<file path="config.mk">
export PLATFORM = sky130hd
export DESIGN_NAME = param_misr_ora
export DESIGN_NICKNAME = d
export VERILOG_FILES = /design/src/rtl/param_misr_ora.sv
export SDC_FILE = /design/constraint.sdc
export NUM_CORES = 1
export LEC_CHECK = 0
export CORE_UTILIZATION = 50
export CTS_BUF_LIST = sky130_fd_sc_hd__clkbuf_2 sky130_fd_sc_hd__clkbuf_4 sky130_fd_sc_hd__clkbuf_8
export DETAILED_ROUTE_END_ITERATION = 16
export GPL_ROUTABILITY_DRIVEN = 0
export MAX_ROUTING_LAYER = met4
export PLACE_DENSITY_LB_ADDON = 0.25
export REMOVE_ABC_BUFFERS = 1
export SLEW_MARGIN = 20
export SYNTH_ARGS = -nofsm -noshare
export SYNTH_HDL_FRONTEND = slang
export SYNTH_SLANG_ARGS = --single-unit
</file>
<file path="constraint.sdc">
create_clock -name clock_i -period 1.6 [get_ports clock_i]
set_clock_uncertainty 0.05 [all_clocks]
set_input_delay 0.32 -clock clock_i [delete_from_list [all_inputs] [get_ports clock_i]]
set_output_delay 0.32 -clock clock_i [all_outputs]
set_load 0.01 [all_outputs]
</file>
<file path="src/rtl/param_misr_ora.sv">
// param_misr_ora: multiple-input signature register with golden-signature verdict FSM
module param_misr_ora #(
    parameter int                 WIDTH    = 4,
    parameter int                 IN_WIDTH = 2,
    parameter logic [WIDTH-1:0]   POLY     = 4'h3,
    parameter logic [WIDTH-1:0]   SEED     = 4'h0,
    parameter int                 PATTERNS = 7,
    parameter logic [WIDTH-1:0]   GOLDEN   = 4'h7
) (
    input  logic                              clock_i,
    input  logic                              reset_i,
    input  logic                              start_i,
    input  logic                              data_valid_i,
    input  logic [IN_WIDTH-1:0]               data_in_i,
    output logic [WIDTH-1:0]                  data_out_o,
    output logic [$clog2(PATTERNS+1)-1:0]     sample_count_o,
    output logic                              busy_o,
    output logic                              done_o,
    output logic                              pass_o,
    output logic                              fail_o
);
    localparam int CW = $clog2(PATTERNS + 1);
    localparam logic [CW-1:0] LAST = CW'(PATTERNS - 1);

    if (IN_WIDTH > WIDTH || IN_WIDTH < 1 || PATTERNS < 1 || WIDTH < 2) begin : g_bad_params
        $error("param_misr_ora: illegal WIDTH/IN_WIDTH/PATTERNS combination");
    end

    typedef enum logic [1:0] {IDLE, COMPACT, CHECK, DONE} state_t;

    state_t            state_q;
    logic [WIDTH-1:0]  sig_q, sig_d;
    logic [CW-1:0]     cnt_q;
    logic              done_q, pass_q, fail_q;

    // Next signature: shift up, fold the MSB back through the tap mask, mix in the response
    always_comb sig_d = {sig_q[WIDTH-2:0], 1'b0} ^ (POLY & {WIDTH{sig_q[WIDTH-1]}}) ^ WIDTH'(data_in_i);

    // Session FSM: compact PATTERNS responses, then one cycle to compare against GOLDEN
    always_ff @(posedge clock_i or posedge reset_i) begin
        if (reset_i) begin
            state_q <= IDLE;
            sig_q   <= SEED;
            cnt_q   <= '0;
            done_q  <= 1'b0;
            pass_q  <= 1'b0;
            fail_q  <= 1'b0;
        end else begin
            case (state_q)
                IDLE, DONE: if (start_i) begin
                    state_q <= COMPACT;
                    sig_q   <= SEED;
                    cnt_q   <= '0;
                    done_q  <= 1'b0;
                    pass_q  <= 1'b0;
                    fail_q  <= 1'b0;
                end
                COMPACT: if (data_valid_i) begin
                    sig_q <= sig_d;
                    cnt_q <= cnt_q + CW'(1);
                    if (cnt_q == LAST) state_q <= CHECK;
                end
                CHECK: begin
                    pass_q  <= (sig_q == GOLDEN);
                    fail_q  <= (sig_q != GOLDEN);
                    done_q  <= 1'b1;
                    state_q <= DONE;
                end
            endcase
        end
    end

    assign data_out_o     = sig_q;
    assign sample_count_o = cnt_q;
    assign busy_o         = (state_q == COMPACT) || (state_q == CHECK);
    assign done_o         = done_q;
    assign pass_o         = pass_q;
    assign fail_o         = fail_q;
endmodule

</file>
**Word level (Yosys, flattened, before mapping)**

Cells that the tools add are included.

- Flip-flop bits (word level): 12
- Output and inout port bits: 11
- Input bits: 6

- $add $sub $neg: 1
- Bitwise logic cells: 2
- Reductions and logical operators: 8
- Equality and inequality tests: 9
- Mux-type cells: 14

Operators by type and width:

| operator | number |
|---|---|
| 4-bit 2-to-1 mux | 2 |
| 4-bit case mux with 2 select lines | 1 |
| 4-bit by 2-bit XOR with 4-bit output | 2 |
| 2-bit 2-to-1 mux | 3 |
| 3-bit 2-to-1 mux | 2 |
| 2-bit != test (second input constant) | 3 |
| 1-bit case mux with 2 select lines | 3 |
| 2-bit case mux with 3 select lines | 1 |
| 3-bit case mux with 2 select lines | 1 |
| 3-bit AND reduction | 2 |
| 2-bit == test (second input constant) | 2 |
| 4-bit by 3-bit == test with 1-bit output (second input constant) | 1 |
| 4-bit by 3-bit != test with 1-bit output (second input constant) | 1 |
| 2-bit nonzero test | 2 |
| 3-bit by 1-bit adder with 3-bit output (second input constant) | 1 |
| 3-bit == test (second input constant) | 1 |
| 2-bit by 1-bit == test with 1-bit output (second input constant) | 1 |
| 2-bit logical NOT | 1 |
| 2-bit AND reduction | 1 |
| 2-bit OR reduction | 1 |
| 1-bit logical OR | 1 |
| 1-bit 2-to-1 mux | 1 |

**Logic depth before layout (Yosys ltp)**

Gate-level depths: netlist (run 1).

- Depth after elaboration: 4
- Gate-level depth with buffers: 7

**Worst setup path after synthesis (run 1)**

OpenSTA, ideal clock, no wires.

- Path kind: reg-to-reg
- From: reg state_q[0]
- To: reg cnt_q[2], in the netlist sample_count_o[2]
- Path buffers: 1
- Setup time: 0.074 ns
- Clock period less this slack: 1.442 ns
- Setup slack: 0.158 ns
- Cell stages (with the launch flop): 8
- Arrival time: 1.318 ns
- Cell sequence: dfrtp_1 inv_1 ha_1 buf_4 and2b_4 nor3_2 a21oi_1 o21ai_2

- Word-level cells in the longest chain between the ends: 4
- Elaborated cells on any way between the ends: 9
- Classes of those cells: 4 x eq/ne; 1 x mux; 4 x reduce/logical

RTL lines:

| what | RTL line | source |
|---|---|---|
| start, declared | 31 | `state_t state_q;` |
| start signal, assigned | 42 | `state_q <= IDLE;` |
| start signal, assigned | 51 | `state_q <= COMPACT;` |
| start signal, assigned | 61 | `if (cnt_q == LAST) state_q <= CHECK;` |
| 2-bit == test or 2-bit logical NOT (tied branches) | 49 | `case (state_q)` |
| 2-bit OR reduction | 49 |  |
| 2-bit != test (no line) or 2-bit nonzero test (tied branches) | - |  |
| 3-bit AND reduction (no line) | - |  |
| end signal, assigned | 60 | `cnt_q <= cnt_q + CW'(1);` |
| end, declared | 33 | `logic [CW-1:0] cnt_q;` |

Parallel ways exist; a longest one is shown, timed or not.
A chain may end at the register's enable or synchronous reset.

**Final worst setup path (run 1)**

- From: reg sig_q[0], in the netlist data_out_o[0]
- To: out data_out_o[0]

RTL lines:

| what | RTL line | source |
|---|---|---|
| start, declared | 32 | `logic [WIDTH-1:0] sig_q, sig_d;` |
| start signal, assigned | 59 | `sig_q <= sig_d;` |
| end, declared | 15 | `output logic [WIDTH-1:0] data_out_o,` |

No word-level cell between the ends.

==> results.json, run 1 <==
{
  "synth_area_leader_cell": "dfrtp_1",
  "grt_max_degree": 13,
  "rsz0062_at_grt": "no",
  "cpMaxStageDelayCell": "clkdlybuf4s50_1",
  "tightestPinTransition_ps": 468.1,
  "cts_hold_buf": 0,
  "stdcell_count": 121,
  "overflow": 0,
  "path_cells": "clkdlybuf4s50_1",
  "maxSlewHeadroom_pct": 68.76,
  "grt_pass1_wl_um": 2732,
  "synth_cell_types": 28,
  "cts_root_buffer": "clkbuf_4",
  "synthesis.area_per_instance_um2": 9.536,
  "yosysWarnings": 0,
  "num_antenna_cells": 0,
  "async_flop_share_pct": 100.0,
  "status": "finished, final reports clean",
  "hold_ws_ps": 298.2,
  "synth_edf_count": 0,
  "end_kind": "output pin",
  "via_per_inst": 5.694,
  "cp_data_arrival_time_ps": 1210,
  "fin_crit_sh_pct": 98.75,
  "start_util_pct": 54.23,
  "max_freq_ghz": 0.6329,
  "ir_drop_mv": 1.088,
  "place_ws_ps": -55.39,
  "place_inst": 111,
  "hold_class": "primary input to async pin",
  "drt-total-wl_um": 1787,
  "drc_errors": 0,
  "cp_num_buf_inv": 1,
  "clkLatencyLatePin_ps": 280,
  "yosysTopAreaCellShare_pct": 42.55,
  "ys.flop_type": "dfrtp_1",
  "final_util_pct": 78.56,
  "avgRoutedWirePerCell_um": 14.77,
  "yosysSeqAreaShare_pct": 42.55,
  "grt_pass1_vias": 621,
  "synth.area.top_cells": "dfrtp_1 (43%), ha_1 (7.1%), nand2_1 (5.3%)",
  "fin_tns_setup_ps": 0,
  "hold_violations": 0,
  "portBuffers": 16,
  "htreeDepth": 1,
  "synth.ff_latch_count": 12,
  "slowest_delay_ps": 550,
  "synth_area_um2": 705.7,
  "cts.sinks": 12,
  "die-area_mm2": 0.001565,
  "cts_buffer_depth": 2,
  "power_density_mw_per_mm2": 1667,
  "dpl.hpwl_um": 1168,
  "setup_viol": 0,
  "die_h_um": 39.57,
  "setup_ws_ps": 19.93,
  "coreArea_mm2": 0.001301,
  "syn_inst": 74,
  "fin_crit_ps": 1580,
  "cts_tree": "yes",
  "num_io_pins": 17,
  "crit_type": "flip-flop to output pin",
  "crit_family": "buffers and inverters",
  "finalInstanceArea_mm2": 0.001022,
  "final_max_slew_viol_count": 0,
  "die_x_um": 39.57,
  "max_cap_violations": 0,
  "antenna_found_initial": 0,
  "gr-usage-all-layers_pct": 27.56,
  "drive_above_1_share_pct": 26.42,
  "cts.reportedPaths.clkPinSlew_ps": 80,
  "power.total_mw": 1.704,
  "crit_fanout": 2,
  "dr.pass1.iters": 4,
  "ant_nets": 0,
  "place_area_um2": 929.6,
  "via_count": 689,
  "fin_nets": 117,
  "core.rowCount": 13,
  "leakage_nw": 0.4726,
  "cts_buffers": 3,
  "syn_to_final_growth_pct": 44.86,
  "crit_path_start_kind": "flip-flop",
  "cp_data_required_time_ps": 1230,
  "drt_first_iter_violations": 17
}
## cell type report
class	count	area [µm²]
sequential	12	300.3
multi-input combinational	53	381.6
timing repair buffer	30	259.0
tap	15	18.77
clock buffer	4	36.28
inverter	7	26.28
fill	91	279.0
## sequential cells by signal, summed over array words and instances (netlist names)
name / flops
data_out_o: 4
done_o: 1
fail_o: 1
pass_o: 1
sample_count_o: 3
state_q: 2
## synth_stat cells (all sizes together), types with 2 or more instances
master  instances
buf             2
a22oi           3
a21oi           3
dfrtp          12
a22o            2
o31ai           2
nor2            2
inv             7
and2b           2
ha              4
a31oi           2
nand2          10
xor2            2
o21ai           9
a32oi           2
o221ai          2
## final timing paths
check,startpoint,end,slack [ps],depth (start not counted)
worst max-delay path,data_out_o[0],data_out_o[0],20,1
worst min-delay path,reset_i,pass_o,300,2
worst max register to register,state_q[1],data_out_o[2],70,6
worst min register to register,fail_o,fail_o,450,1
max in group asynchronous,reset_i,sample_count_o[0],880,2
min in group clock_i,fail_o,fail_o,450,1
## metal layers
metal	vias to the layer above	wire length [µm]	track usage, %
met2	26	904	45.08
met1	324	782	34.51
met4	0	23	10.34
met3	4	76	3.409
met5	-	0	-
li1	335	-	-
## power breakdown
part | switching, mW | internal [mW]
Combinational | 0.515 | 0.490
Sequential | 0.0578 | 0.387
Clock | 0.115 | 0.139
## cell usage in the layout (no fill, tap or decap), drive strengths merged, types with 3 or more instances in the layout
cell type      netlist  layout
buf                  2      15
clkdlybuf4s50        0      14
dfrtp               12      12
nand2               10      10
o21ai                9       9
inv                  7       7
ha                   4       4
clkbuf               0       4
a22oi                3       3
a21oi                3       3
## kinds of logic (layout without fill, tap and decap cells)
group,after synthesis,in the layout,synth area share [%]
flip-flops,12,12,42.55
AO/OA/AOI/OAI,27,27,26.42
XOR/XNOR,3,3,3.724
adder cells (fa/ha/maj),4,4,7.092
buffers and inverters,9,41,5.850
AND/OR/NAND/NOR,19,19,14.36
## what timing repair did
item	CTS	global route
gates resized for setup	7	2
endpoints found under the setup margin	8	2
setup buffers	6	0
Note: power is estimated with default switching activity, not from simulation.
==> inputs of run 2 (changes only) <==
Settings changed: GPL_ROUTABILITY_DRIVEN 0 to default, MAX_ROUTING_LAYER met4 to default.
==> run 2 against run 1 <==
- routed wire length fell by 0.39%
- sequential cell count did not move
- sequential share of layout area unchanged
- via count unchanged
- worst setup slack worse by 7.7 ps
- global-route usage is 0.89 points lower
- power is 0.12% higher
- combinational power about the same
- non-clock buffer count did not move
- clock power barely moved
- die area did not move
- critical path type unchanged
==> results.json, run 2 (same netlist as run 1, synthesis figures left out) <==
{
  "status": "finished, final reports clean",
  "setup_viol": 0,
  "die-area_mm2": 0.001565,
  "fin_crit_ps": 1588,
  "setup_ws_ps": 12.24,
  "cts_root_buffer": "clkbuf_4",
  "avgRoutedWirePerCell_um": 14.71,
  "largest_register_ffs": 4,
  "leakage_nw": 0.4726,
  "syn_to_final_growth_pct": 44.86,
  "die_x_um": 39.57,
  "fin_crit_sh_pct": 99.23,
  "r2r_cells": 6,
  "final_cell_mix": "clkdlybuf4s50_1 (14), buf_4 (14), dfrtp_1 (12)",
  "path_cells": "clkdlybuf4s50_1",
  "cp_data_required_time_ps": 1230,
  "r2r_end": "data_out_o[2]",
  "drive_above_1_share_pct": 26.42,
  "path_depth": 1,
  "final_max_slew_viol_count": 0,
  "crit_type": "flip-flop to output pin",
  "grt_pass1_vias": 626,
  "die_h_um": 39.57,
  "fin_tns_setup_ps": 0,
  "max_cap_violations": 0,
  "num_io_pins": 17,
  "ant_nets": 0,
  "end_kind": "output pin",
  "num_antenna_cells": 0,
  "clkLatencyLatePin_ps": 290,
  "start_util_pct": 54.23,
  "cts.reportedPaths.clkPinSlew_ps": 80,
  "coreArea_mm2": 0.001301,
  "tightestPinTransition_ps": 466.5,
  "hold_violations": 0,
  "drt-total-wl_um": 1780,
  "endpoint": "data_out_o[0]",
  "worst-r2r-setup-slack_ps": 70,
  "rsz0062_at_grt": "no",
  "dpl.hpwl_um": 1168,
  "cts_buffer_depth": 2,
  "cts_tree": "yes",
  "place_ws_ps": -55.39,
  "cts.sinks": 12,
  "cts_buffers": 3,
  "grt_pass1_wl_um": 2725,
  "crit_path_start_kind": "flip-flop",
  "hold_class": "primary input to async pin",
  "maxSlewHeadroom_pct": 68.87,
  "via_per_inst": 5.694,
  "worstSetupStartpoint": "data_out_o[0]",
  "crit_fanout": 2,
  "portBuffers": 16,
  "gr-usage-all-layers_pct": 26.67,
  "cpMaxStageDelayCell": "clkdlybuf4s50_1",
  "antenna_found_initial": 0,
  "via_count": 689,
  "dr.pass1.iters": 4,
  "drc_errors": 0,
  "crit_family": "buffers and inverters",
  "drt_first_iter_violations": 14,
  "core.rowCount": 13,
  "fin_nets": 117,
  "slowest_delay_ps": 550,
  "power.total_mw": 1.706,
  "cp_num_buf_inv": 1,
  "gp_congestion": 0.7862,
  "overflow": 0,
  "ir_drop_mv": 1.089,
  "max_freq_ghz": 0.6298,
  "cp_data_arrival_time_ps": 1220,
  "htreeDepth": 1,
  "power_density_mw_per_mm2": 1669,
  "grt_max_degree": 13,
  "fillers": 91,
  "timing.rr.start": "state_q[1]"
}
[run 2: cell counts in the layout (fill, tap and decap cells not counted)]
Identical to the previous run, type by type.
[run 2: final cells by class]
cell class / instances / area (µm²) / area share (%)
Multi-Input combinational cell: 53 / 381.6 / 37.33
Sequential cell: 12 / 300.3 / 29.38
Timing Repair Buffer: 30 / 259.0 / 25.34
Clock buffer: 4 / 36.28 / 3.550
Inverter: 7 / 26.28 / 2.570
Tap cell: 15 / 18.77 / 1.836
[run 2: power by group]
part	switching, mW	internal (mW)	leakage [nW]
sequential	0.0582	0.387	0.155
combinational	0.515	0.490	0.296
clock	0.117	0.139	0.0210
[run 2: stage by stage]
stage / instances / hold WS (ps) / utilization [%] / cell area, µm²
2_1_floorplan: 72 / 134.7 / - / 690.7
3_3_place_gp: 111 / 411.2 / 71.44 / 929.6
3_5_place_dp: 111 / 418.4 / 71.44 / 929.6
4_1_cts: 121 / 326.5 / 78.65 / 1023
5_1_grt: 121 / 341.2 / 78.56 / 1022
6_report: 121 / 294.5 / 78.56 / 1022
[run 2: worst min-delay path by stage]
stage	startpoint	end	cells past startpoint
final	reset_i	pass_o	2
after global routing	reset_i	sample_count_o[2]	2
after CTS	reset_i	sample_count_o[1]	2
after detailed placement	pass_o	pass_o	2
after global placement	pass_o	pass_o	2
after floorplan	reset_i	data_out_o[0]	1
[run 2: per-layer routing]
layer / part of all wire [%] / track usage (%)
met5: 0 / 0
met4: 1.7 / 10.34
met3: 3.2 / 3.409
met2: 51 / 45.90
met1: 44 / 33.10
[run 2: what timing repair did]
item | 4_1_cts | 5_1_grt
setup buffers | 6 | 0
pin swaps | 0 | 0
hold buffers | 0 | 0
gates resized for setup | 7 | 2
hold endpoints to repair | 0 | 0
setup endpoints to repair | 8 | 2
==> inputs of run 3 (changes only) <==
Settings changed: CORE_UTILIZATION 50 to 45.
Clock period 1.6 ns to 1.32 ns, I/O delays scaled along.
==> run 3 against run 2 <==
- the flow now finishes with violations (setup timing)
- via count up 18%
- first-iteration DRC count grew 21%
- routed wire length is 27% higher
- clock power rose by 15%
- sequential share of layout area decreased by 4.2 points
- register-to-register slack worse by 250 ps
- hold slack worse by 32 ps
- non-clock buffer count is 10 higher
- sequential cell count stayed put
- core utilization rose by 7.8 points
- power rose by 49%
- clock-buffer cell count is the same
==> results.json, run 3 (same netlist as run 1, synthesis figures left out) <==
{
  "cts.reportedPaths.clkPinSlew_ps": 80,
  "slowest_delay_ps": 420,
  "worst-r2r-setup-slack_ps": -180,
  "crit_type": "flip-flop to flip-flop",
  "fin_crit_ps": 1500,
  "power.total_mw": 2.548,
  "num_io_pins": 17,
  "dr.pass1.iters": 4,
  "drt-total-wl_um": 2256,
  "r2r_cells": 6,
  "multiInputGateArea_um2": 459.2,
  "avgRoutedWirePerCell_um": 17.09,
  "num_antenna_cells": 0,
  "via_count": 813,
  "tightestPinTransition_ps": 477.7,
  "coreArea_mm2": 0.001383,
  "cts_root_buffer": "clkbuf_4",
  "max_freq_ghz": 0.6665,
  "cts_buffer_depth": 2,
  "syn_to_final_growth_pct": 69.15,
  "core.rowCount": 13,
  "status": "complete, but fails checks",
  "hold_ws_ps": 262.5,
  "cts_hold_buf": 0,
  "max_cap_violations": 0,
  "power_density_mw_per_mm2": 2134,
  "start_util_pct": 51.04,
  "gr-usage-all-layers_pct": 25.21,
  "final_max_slew_viol_count": 0,
  "path_cells": "ha_4, buf_6, and2b_4, nor3_4, a21oi_2, o21ai_2",
  "antenna_found_initial": 0,
  "die_x_um": 41.60,
  "clkLatencyLatePin_ps": 270,
  "hold_class": "primary input to async pin",
  "stdcell_count": 132,
  "grt_max_degree": 13,
  "endpoint": "sample_count_o[2]",
  "drt_first_iter_violations": 17,
  "largest_register_ffs": 4,
  "cts_tree": "yes",
  "grt_pass1_wl_um": 3387,
  "rsz0062_at_grt": "yes",
  "portBuffers": 16,
  "fin_crit_sh_pct": 113.7,
  "drc_errors": 0,
  "worstSetupStartpoint": "state_q[1]",
  "via_per_inst": 6.159,
  "die-area_mm2": 0.001731,
  "timing.rr.start": "state_q[1]",
  "gp_congestion": 0.8877,
  "htreeDepth": 1,
  "crit_fanout": 6,
  "leakage_nw": 0.5748,
  "ir_drop_mv": 1.732,
  "regArea_um2": 300.3,
  "cpMaxStageDelayCell": "dfrtp_1",
  "cp_data_required_time_ps": 1440,
  "violations": "setup timing",
  "cts_buffers": 3,
  "place_inst": 118,
  "dpl.hpwl_um": 1280,
  "fillers": 67,
  "maxSlewHeadroom_pct": 68.12,
  "cp_data_arrival_time_ps": 1620,
  "ant_nets": 0,
  "setup_viol": 13,
  "setup_ws_ps": -180.3,
  "grt_pass1_vias": 812,
  "hold_violations": 0,
  "final_common_cell": "buf_4",
  "fin_nets": 128,
  "cts.sinks": 12,
  "end_kind": "flip-flop",
  "crit_path_start_kind": "flip-flop",
  "drive_above_1_share_pct": 46.15,
  "final_cell_mix": "buf_4 (21), dfrtp_1 (12), dlygate4sd2_1 (10)",
  "die_h_um": 41.60,
  "r2r_end": "sample_count_o[2]",
  "overflow": 0
}
==> run 3: repair_timing <==
action	CTS	global route
setup endpoints to repair	22	14
gates cloned	1	0
pin swaps	7	6
buffers inserted	6	4
resized for setup	37	9
==> run 3: worst min path at each step <==
| stage | end | slack [ps] |
|---|---|---|
| after floorplan | data_out_o[0] | 80 |
| after global placement | pass_o | 410 |
| after detailed placement | fail_o | 430 |
| after CTS | state_q[0] | 270 |
| after global routing | state_q[0] | 310 |
| final | sample_count_o[2] | 260 |
==> run 3: layout make-up <==
cell class,count,area share (%)
Timing Repair Buffer,40,28.51
Sequential cell,12,25.16
Inverter,7,2.621
Tap cell,15,1.572
Multi-Input combinational cell,53,38.47
Timing Repair inverter,1,0.6289
Clock buffer,4,3.040
==> run 3: through the flow <==
stage / worst slack [ps] / instance area (µm²) / setup TNS [ps] / util, %
6_report: -180.3 / 1194 / -1246 / 86.33
5_1_grt: -218.3 / 1194 / -1788 / 86.33
4_1_cts: -157.8 / 1135 / -993.2 / 82.08
3_5_place_dp: -291.1 / 982.2 / -2590 / 71.04
3_3_place_gp: -233.0 / 982.2 / -2028 / 71.04
2_1_floorplan: -113.8 / 690.7 / -569.2 / -
==> run 3: power by group <==
part	switching, mW	internal, mW
clock network	0.128	0.167
logic	0.876	0.840
registers	0.0676	0.469
total	1.07	1.48
==> run 3: worst max-delay path: cells and delay by family (launching register included) <==
family,cells,cell delay (ps)
and+or+nand+nor,2,280
buffers and inverters,1,120
adders and majority gates,1,290
DFF,1,420
AOI/OAI and AO/OA,2,220
==> run 3: routing by layer <==
layer,vias up,global-route usage [%],wire length (µm)
li1,357,-,-
met1,386,29.44,836
met2,54,42.19,1138
met3,16,6.957,150
met4,0,12.26,131
met5,-,0,0
